[src/rtl/alu_system_controller.sv]
// Hardwired fetch/decode/execute sequencer for the ALU datapath system.
// Two fetch phases load the IR, one or two execute phases follow.
module alu_system_controller (
   input  logic        Clock,
   input  logic        Reset,
   input  logic [15:0] IROut,
   input  logic [3:0]  ALU_Flags,
   output logic [2:0]  RF_OutASel,
   output logic [2:0]  RF_OutBSel,
   output logic [2:0]  RF_FunSel,
   output logic [3:0]  RF_RegSel,
   output logic [3:0]  RF_ScrSel,
   output logic [4:0]  ALU_FunSel,
   output logic        ALU_WF,
   output logic [1:0]  ARF_OutCSel,
   output logic [1:0]  ARF_OutDSel,
   output logic [2:0]  ARF_FunSel,
   output logic [2:0]  ARF_RegSel,
   output logic        IR_LH,
   output logic        IR_Write,
   output logic        Mem_CS,
   output logic        Mem_WR,
   output logic [1:0]  MuxASel,
   output logic [1:0]  MuxBSel,
   output logic        MuxCSel,
   output logic        Halted
);

   typedef enum logic [2:0] {
      S_T0   = 3'd0,
      S_T1   = 3'd1,
      S_T2   = 3'd2,
      S_T3   = 3'd3,
      S_HALT = 3'd4
   } state_t;

   state_t state, state_nx;

   logic [3:0] opcode;
   logic [1:0] rd, rs1, rs2;
   logic       z;
   logic [3:0] rd_oh;
   logic       is_br, is_ldi, is_mem, is_alu, is_hlt;
   logic       unused_bits;

   assign opcode      = IROut[15:12];
   assign rd          = IROut[11:10];
   assign rs1         = IROut[9:8];
   assign rs2         = IROut[7:6];
   assign z           = ALU_Flags[3];
   assign rd_oh       = 4'b1000 >> rd;
   assign unused_bits = ^{ALU_Flags[2:0], IROut[5:0]};

   // BNE falls through to the idle word when Z is set
   assign is_br  = (opcode == 4'h1) || (opcode == 4'h2 && !z);
   assign is_ldi = (opcode == 4'h3);
   assign is_mem = (opcode == 4'h4) || (opcode == 4'h5);
   assign is_alu = (opcode >= 4'h6) && (opcode <= 4'h9);
   assign is_hlt = (opcode == 4'hF);

   always_ff @(posedge Clock or posedge Reset) begin
      if (Reset) state <= S_T0;
      else       state <= state_nx;
   end

   always_comb begin
      state_nx    = state;
      RF_OutASel  = 3'b000;
      RF_OutBSel  = 3'b000;
      RF_FunSel   = 3'b000;
      RF_RegSel   = 4'b0000;
      RF_ScrSel   = 4'b0000;
      ALU_FunSel  = 5'b00000;
      ALU_WF      = 1'b0;
      ARF_OutCSel = 2'b00;
      ARF_OutDSel = 2'b00;
      ARF_FunSel  = 3'b000;
      ARF_RegSel  = 3'b000;
      IR_LH       = 1'b0;
      IR_Write    = 1'b0;
      Mem_CS      = 1'b1;
      Mem_WR      = 1'b0;
      MuxASel     = 2'b00;
      MuxBSel     = 2'b00;
      MuxCSel     = 1'b0;
      Halted      = 1'b0;
      if (Reset) begin
         // hold PC cleared while reset is high
         state_nx   = S_T0;
         ARF_RegSel = 3'b100;
         ARF_FunSel = 3'b011;
      end else begin
         unique case (state)
            S_T0, S_T1: begin
               state_nx   = (state == S_T0) ? S_T1 : S_T2;
               Mem_CS     = 1'b0;
               IR_Write   = 1'b1;
               IR_LH      = (state == S_T1);
               ARF_RegSel = 3'b100;
               ARF_FunSel = 3'b001;
            end
            S_T2: begin
               state_nx = S_T0;
               unique case (1'b1)
                  is_br: begin
                     MuxBSel    = 2'b11;
                     ARF_RegSel = 3'b100;
                     ARF_FunSel = 3'b010;
                  end
                  is_ldi: begin
                     MuxASel   = 2'b11;
                     RF_FunSel = 3'b010;
                     RF_RegSel = rd_oh;
                  end
                  is_mem: begin
                     state_nx   = S_T3;
                     MuxBSel    = 2'b11;
                     ARF_RegSel = 3'b010;
                     ARF_FunSel = 3'b010;
                  end
                  is_alu: begin
                     RF_OutASel = {1'b0, rs1};
                     RF_OutBSel = {1'b0, rs2};
                     ALU_WF     = 1'b1;
                     MuxASel    = 2'b00;
                     RF_FunSel  = 3'b010;
                     RF_RegSel  = rd_oh;
                     unique case (opcode)
                        4'h6:    ALU_FunSel = 5'b10100;
                        4'h7:    ALU_FunSel = 5'b10110;
                        4'h8:    ALU_FunSel = 5'b10111;
                        default: ALU_FunSel = 5'b11000;
                     endcase
                  end
                  is_hlt:  state_nx = S_HALT;
                  default: state_nx = S_T0;
               endcase
            end
            S_T3: begin
               state_nx    = S_T0;
               ARF_OutDSel = 2'b10;
               Mem_CS      = 1'b0;
               if (opcode == 4'h4) begin
                  MuxASel   = 2'b10;
                  RF_FunSel = 3'b010;
                  RF_RegSel = rd_oh;
               end else begin
                  RF_OutASel = {1'b0, rd};
                  ALU_FunSel = 5'b10000;
                  MuxCSel    = 1'b0;
                  Mem_WR     = 1'b1;
               end
            end
            S_HALT: begin
               state_nx = S_HALT;
               Halted   = 1'b1;
            end
            default: state_nx = S_T0;
         endcase
      end
   end

endmodule

[config.mk]
export PLATFORM = sky130hd
export DESIGN_NAME = alu_system_controller
export DESIGN_NICKNAME = d
export VERILOG_FILES = /design/src/rtl/alu_system_controller.sv
export SDC_FILE = /design/constraint.sdc
export NUM_CORES = 1
export LEC_CHECK = 0
export ABC_AREA = 1
export CORE_MARGIN = 2
export CORE_UTILIZATION = 25
export CTS_BUF_LIST = sky130_fd_sc_hd__clkbuf_8 sky130_fd_sc_hd__clkbuf_16
export DETAILED_ROUTE_END_ITERATION = 6
export GPL_ROUTABILITY_DRIVEN = 0
export PLACE_DENSITY = 0.75
export SYNTH_ARGS = -nofsm -noshare
export SYNTH_HDL_FRONTEND = slang
export SYNTH_SLANG_ARGS = --single-unit
[constraint.sdc]
create_clock -name Clock -period 1.4 [get_ports Clock]
set_clock_uncertainty 0.15 [all_clocks]
set_input_delay 0.35 -clock Clock [delete_from_list [all_inputs] [get_ports Clock]]
set_output_delay 0.35 -clock Clock [all_outputs]
set_load 0.005 [all_outputs]
======== Word level (Yosys, flattened, before mapping) ========
Index checks and enable logic that the tools add are counted.
word-level totals
  logic and storage cells ................. 80
  flip-flop bits (word level) ............. 3
  output and inout port bits .............. 43
  input port bits ......................... 22
cells by class
  equal/unequal tests ..................... 13
  shifts and indexed selects .............. 1
  muxes and demuxes ....................... 53
  $lt $le $gt $ge ......................... 2
  reduce and logical (&&, ||, !) cells .... 10
operator list
  cell                   count
  $mux W2                16
  $mux W3                6
  $pmux W3 S2            3
  $eq A4 B3 Y1 const B   4
  $pmux W2 S2            4
  $mux W5                3
  $mux W1                14
  $mux W4                3
  $pmux W4 S3            1
  $pmux W5 S2            1
  $pmux W3 S3            1
  $eq A4 B2 Y1 const B   2
  $eq A4 B4 Y1 const B   2
  $pmux W4 S2            1
  $eq A3 B2 Y1 const B   2
  $reduce_or A2 Y1       3
  $eq A4 B1 Y1 const B   1
  $ge A4 B3 Y1 const B   1
  $le A4 B4 Y1 const B   1
  $shr A4 B2 Y4 const A  1
  $eq A3 B1 Y1 const B   1
  $eq A3 B3 Y1 const B   1
  $logic_not A3 Y1       1
  $reduce_or A3 Y1       1
  3 further kinds        5

======== Longest topological paths before layout ========
  depth in word-level cells ............... 7
  gate-level depth with buffers ........... 7
  mapped depth without buffers ............ 7

======== Worst setup path after synthesis ========
OpenSTA, ideal clock, no wires.
  kind .................................... register -> output
  from .................................... register state[2]
  to ...................................... output port MuxBSel[1]
  path buffers ............................ 1
  cell stages (with the launch flop) ...... 7
  data required time ...................... 0.900 ns
  data arrival time ....................... 1.191 ns
  slack ................................... -0.291 ns
  cell sequence ........................... dfrtp_1 -> inv_2 -> nand2_1 -> nor2_4 -> nand4_1 -> a21oi_1 -> buf_4
on the way
  word-level cells in the longest chain between the ends .. 3
RTL lines
  item                    line  source
  from (decl)             37    state_t state, state_nx;
  from (signal assigned)  63    else state <= state_nx;
  $eq A3 B2 Y1            93    unique case (state)
  $mux W2                 93
  $mux W2                 87    if (Reset) begin
  to (decl)               24    output logic [1:0] MuxBSel,
Every way passes these cells.

======== Final worst setup path ========
  from .................................... register state[2]
  to ...................................... output port RF_OutASel[1]
on the way
  word-level cells in the longest chain between the ends .. 3
  elaborated cells between the ends (all ways) .. 4
  classes of those cells .................. 2 x eq/ne; 2 x mux
RTL lines
  item             line  source
  $eq A3 B2 Y1     93
  $pmux W2 S2 (*)  93
  $mux W3 (*)      87
  to (decl)        8     output logic [2:0] RF_OutASel,
Mark *: on every way between the ends. The rest lies on a longest branch, timed or not.

==> metrics.txt <==
CTS sink count=3; cell mode on critical path=buf_6; DR vias=927; initial core utilization=0.271; fin crit share=1.47; Fillers=201; failing checks=negative setup slack; Cell variety after synth=18; clk slew on worst S/H paths=0.03 ns; first-pass GRT wire length=3930 microns; Seq/Total Area, Yosys=0.123; Req. time, crit path=0.90 ns; Slew Viols, Final=0; Iter 0 DRT Violations=21; Seq pwr share=0.162; Crit path max-delay family=buffers and inverters; Setup TNS=-15.90 ns; Clk Latency, worst-skew pair=0.22 ns; IO Port Bufs=41; Antenna Diode Count=0; die area=2860 sq um; Synth top cells by count=18 x nand2_1, 15 x buf_4, 15 x nor2_1, 11 x inv_1; RSZ-0062 raised after global routing=true; Overflow after GRT=0; Fmax achieved=485 MHz; CP Buf/Inv Count=5; Reg with most FFs=state; htree depth=1; Place WS=-1.17 ns; root buffer cell=clkbuf_8; die width=53.5 microns; Max IR drop VDD=0.524 mV; Worst setup EP type=output port; crit path cell chain=inv_2 -> nand2_4 -> nor2_4 -> buf_12 -> buf_6 -> buf_6 -> nand3_4 -> a21oi_2 -> buf_2; Post-DRT Antenna Nets=0; leading area contributor after synthesis=buf_4; Largest stage delay, worst path=0.38 ns; Mean Syn Cell Area=5.72 sq um; Post-DP Area=1110 sq um; combinational share of power=0.447; min cycle time layout=2.06 ns; synthesis-stage register bit count=3; Max-Cap Viols=0; Worst EP arrival=1.56 ns; DP Wirelength=1650 microns; wire per inst=12.5 microns; asr flop ratio synth=1.00; CP Max Fanout=4; PwrDens=456 nW/um^2; Ports=65; Reg2Reg Setup Slack=-0.05 ns; switching power=221 uW; final instance area=1400 sq um; Syn. warnings=0; Layout Utilization=0.622; Worst Hold Margin=0.303 ns; Hold Path Class=in2async; nets=205; startpoint types=flip-flop; Num CTS Buffers=3; top_reg_cell synth=dfrtp_1; Tot GR Track Use=0.191; ratio of cells with drive above 1 in the final layout=0.626; count leader, synth=nand2_1; synthesized instance count=107; initial antenna violation count=0; worst setup margin=-0.660 ns; internal power=417 uW; final WL=2620 microns; # DRC=0; Fin. Hold Viols=0; Layout Cells excl Fill=210; Cells after DPL=187; leakage=0.747 nW; Regs by FF count=state: 3 flops; Syn Std Cell Area=612 sq um; drt first pass iters=4; Pwr Total=639 uW; largest net degree at the start of global routing=13; synth top area cells=buf_4 18%, dfrtp_1 12%, nand2_1 11%, nor2_1 9.2%, inv_1 6.7%; R2R Path Start=state[2]; Setup Crit Path Kind=reg2out; clk buf depth=2; status=finished with violations; Chip Height=53.5 microns; Area Growth Syn to Fin=129%; Core ar.=2250 sq um; max FFs per register=3; CTS tree=yes; vias in the first global route=934; DR vias/cell=4.41; Crit-path slowest cell=dfrtp_1; Critical path origin=state[2]; row count=17; EDFF count, synth=0; Switching Fraction=0.346; Yosys top cell area share=0.184; Setup-failing EPs final=31; Clock power frac=0.391
## what timing repair did
action                                  in CTS  in global routing
endpoints found under the hold margin        0                  0
endpoints found under the setup margin      31                 32
hold buffers                                 0                  0
cloned                                       0                  0
setup buffers                               17                  4
pin swaps                                   21                 14
resized for setup                          147                 21
## layout by cell type (no fill, tap or decap), drive strengths merged
cell type      synthesis  final
buf                   15     57
nor2                  22     22
nand2                 20     20
inv                   19     20
conb                   1     14
nand3                 11     11
clkdlybuf4s50          0      8
a21oi                  8      8
clkdlybuf4s15          0      5
nand4                  4      4
dlygate4sd2            0      4
clkbuf                 1      3
o21ai                  3      3
dfrtp                  3      3
## final cells by class
| type | instances | area [sq um] | area share |
|---|---|---|---|
| Timing Repair Buffer | 74 | 603 | 0.430 |
| Multi-Input combinational cell | 82 | 571 | 0.407 |
| Sequential cell | 3 | 76.3 | 0.0545 |
| Inverter | 19 | 71.3 | 0.0509 |
| Clock buffer | 3 | 41.3 | 0.0295 |
| Tap cell | 28 | 35.0 | 0.0250 |
| Clock inverter | 1 | 3.75 | 0.00268 |
## worst register-to-register path, stage by stage, from the launching register on
cell and delay [ns]:
dfrtp_1 0.38, inv_2 0.09, nand2_4 0.06, nor2_4 0.16
buf_4 0.15, nand3_4 0.08, buf_4 0.16, a21oi_2 0.14
## final timing paths
check / to / depth (start not counted)
setup / recovery: RF_OutASel[1] / 9
hold / removal: state[1] / 4
setup reg to reg: state[1] / 7
hold reg to reg: state[0] / 3
max in group asynchronous: state[0] / 4
min in group Clock: state[2] / 3
## per-layer routing
metal | up-vias | share of wire | global-route usage
met4 | 0 | 0.014 | 0.103
met2 | 46 | 0.53 | 0.354
li1 | 454 | - | -
met3 | 5 | 0.080 | 0.0508
met5 | - | 0 | 0
met1 | 422 | 0.38 | 0.189
## cells by family after synthesis
kind of cell,count (synthesis),share of synthesized area
compound gates,11,0.0900
buf+inv,35,0.307
other cells,1,0.00613
simple gates,57,0.474
flops,3,0.123
## power groups by stage
stage | Clock (mW) | Combinational (mW) | Sequential [mW]
3_3_place_gp | 0 | 0.203 | 0.100
6_report | 0.250 | 0.285 | 0.104
5_1_grt | 0.260 | 0.308 | 0.104
3_5_place_dp | 0 | 0.208 | 0.100
4_1_cts | 0.250 | 0.243 | 0.102
2_1_floorplan | 0 | 0.115 | 0.100
Power figures use the tool's default switching activity.
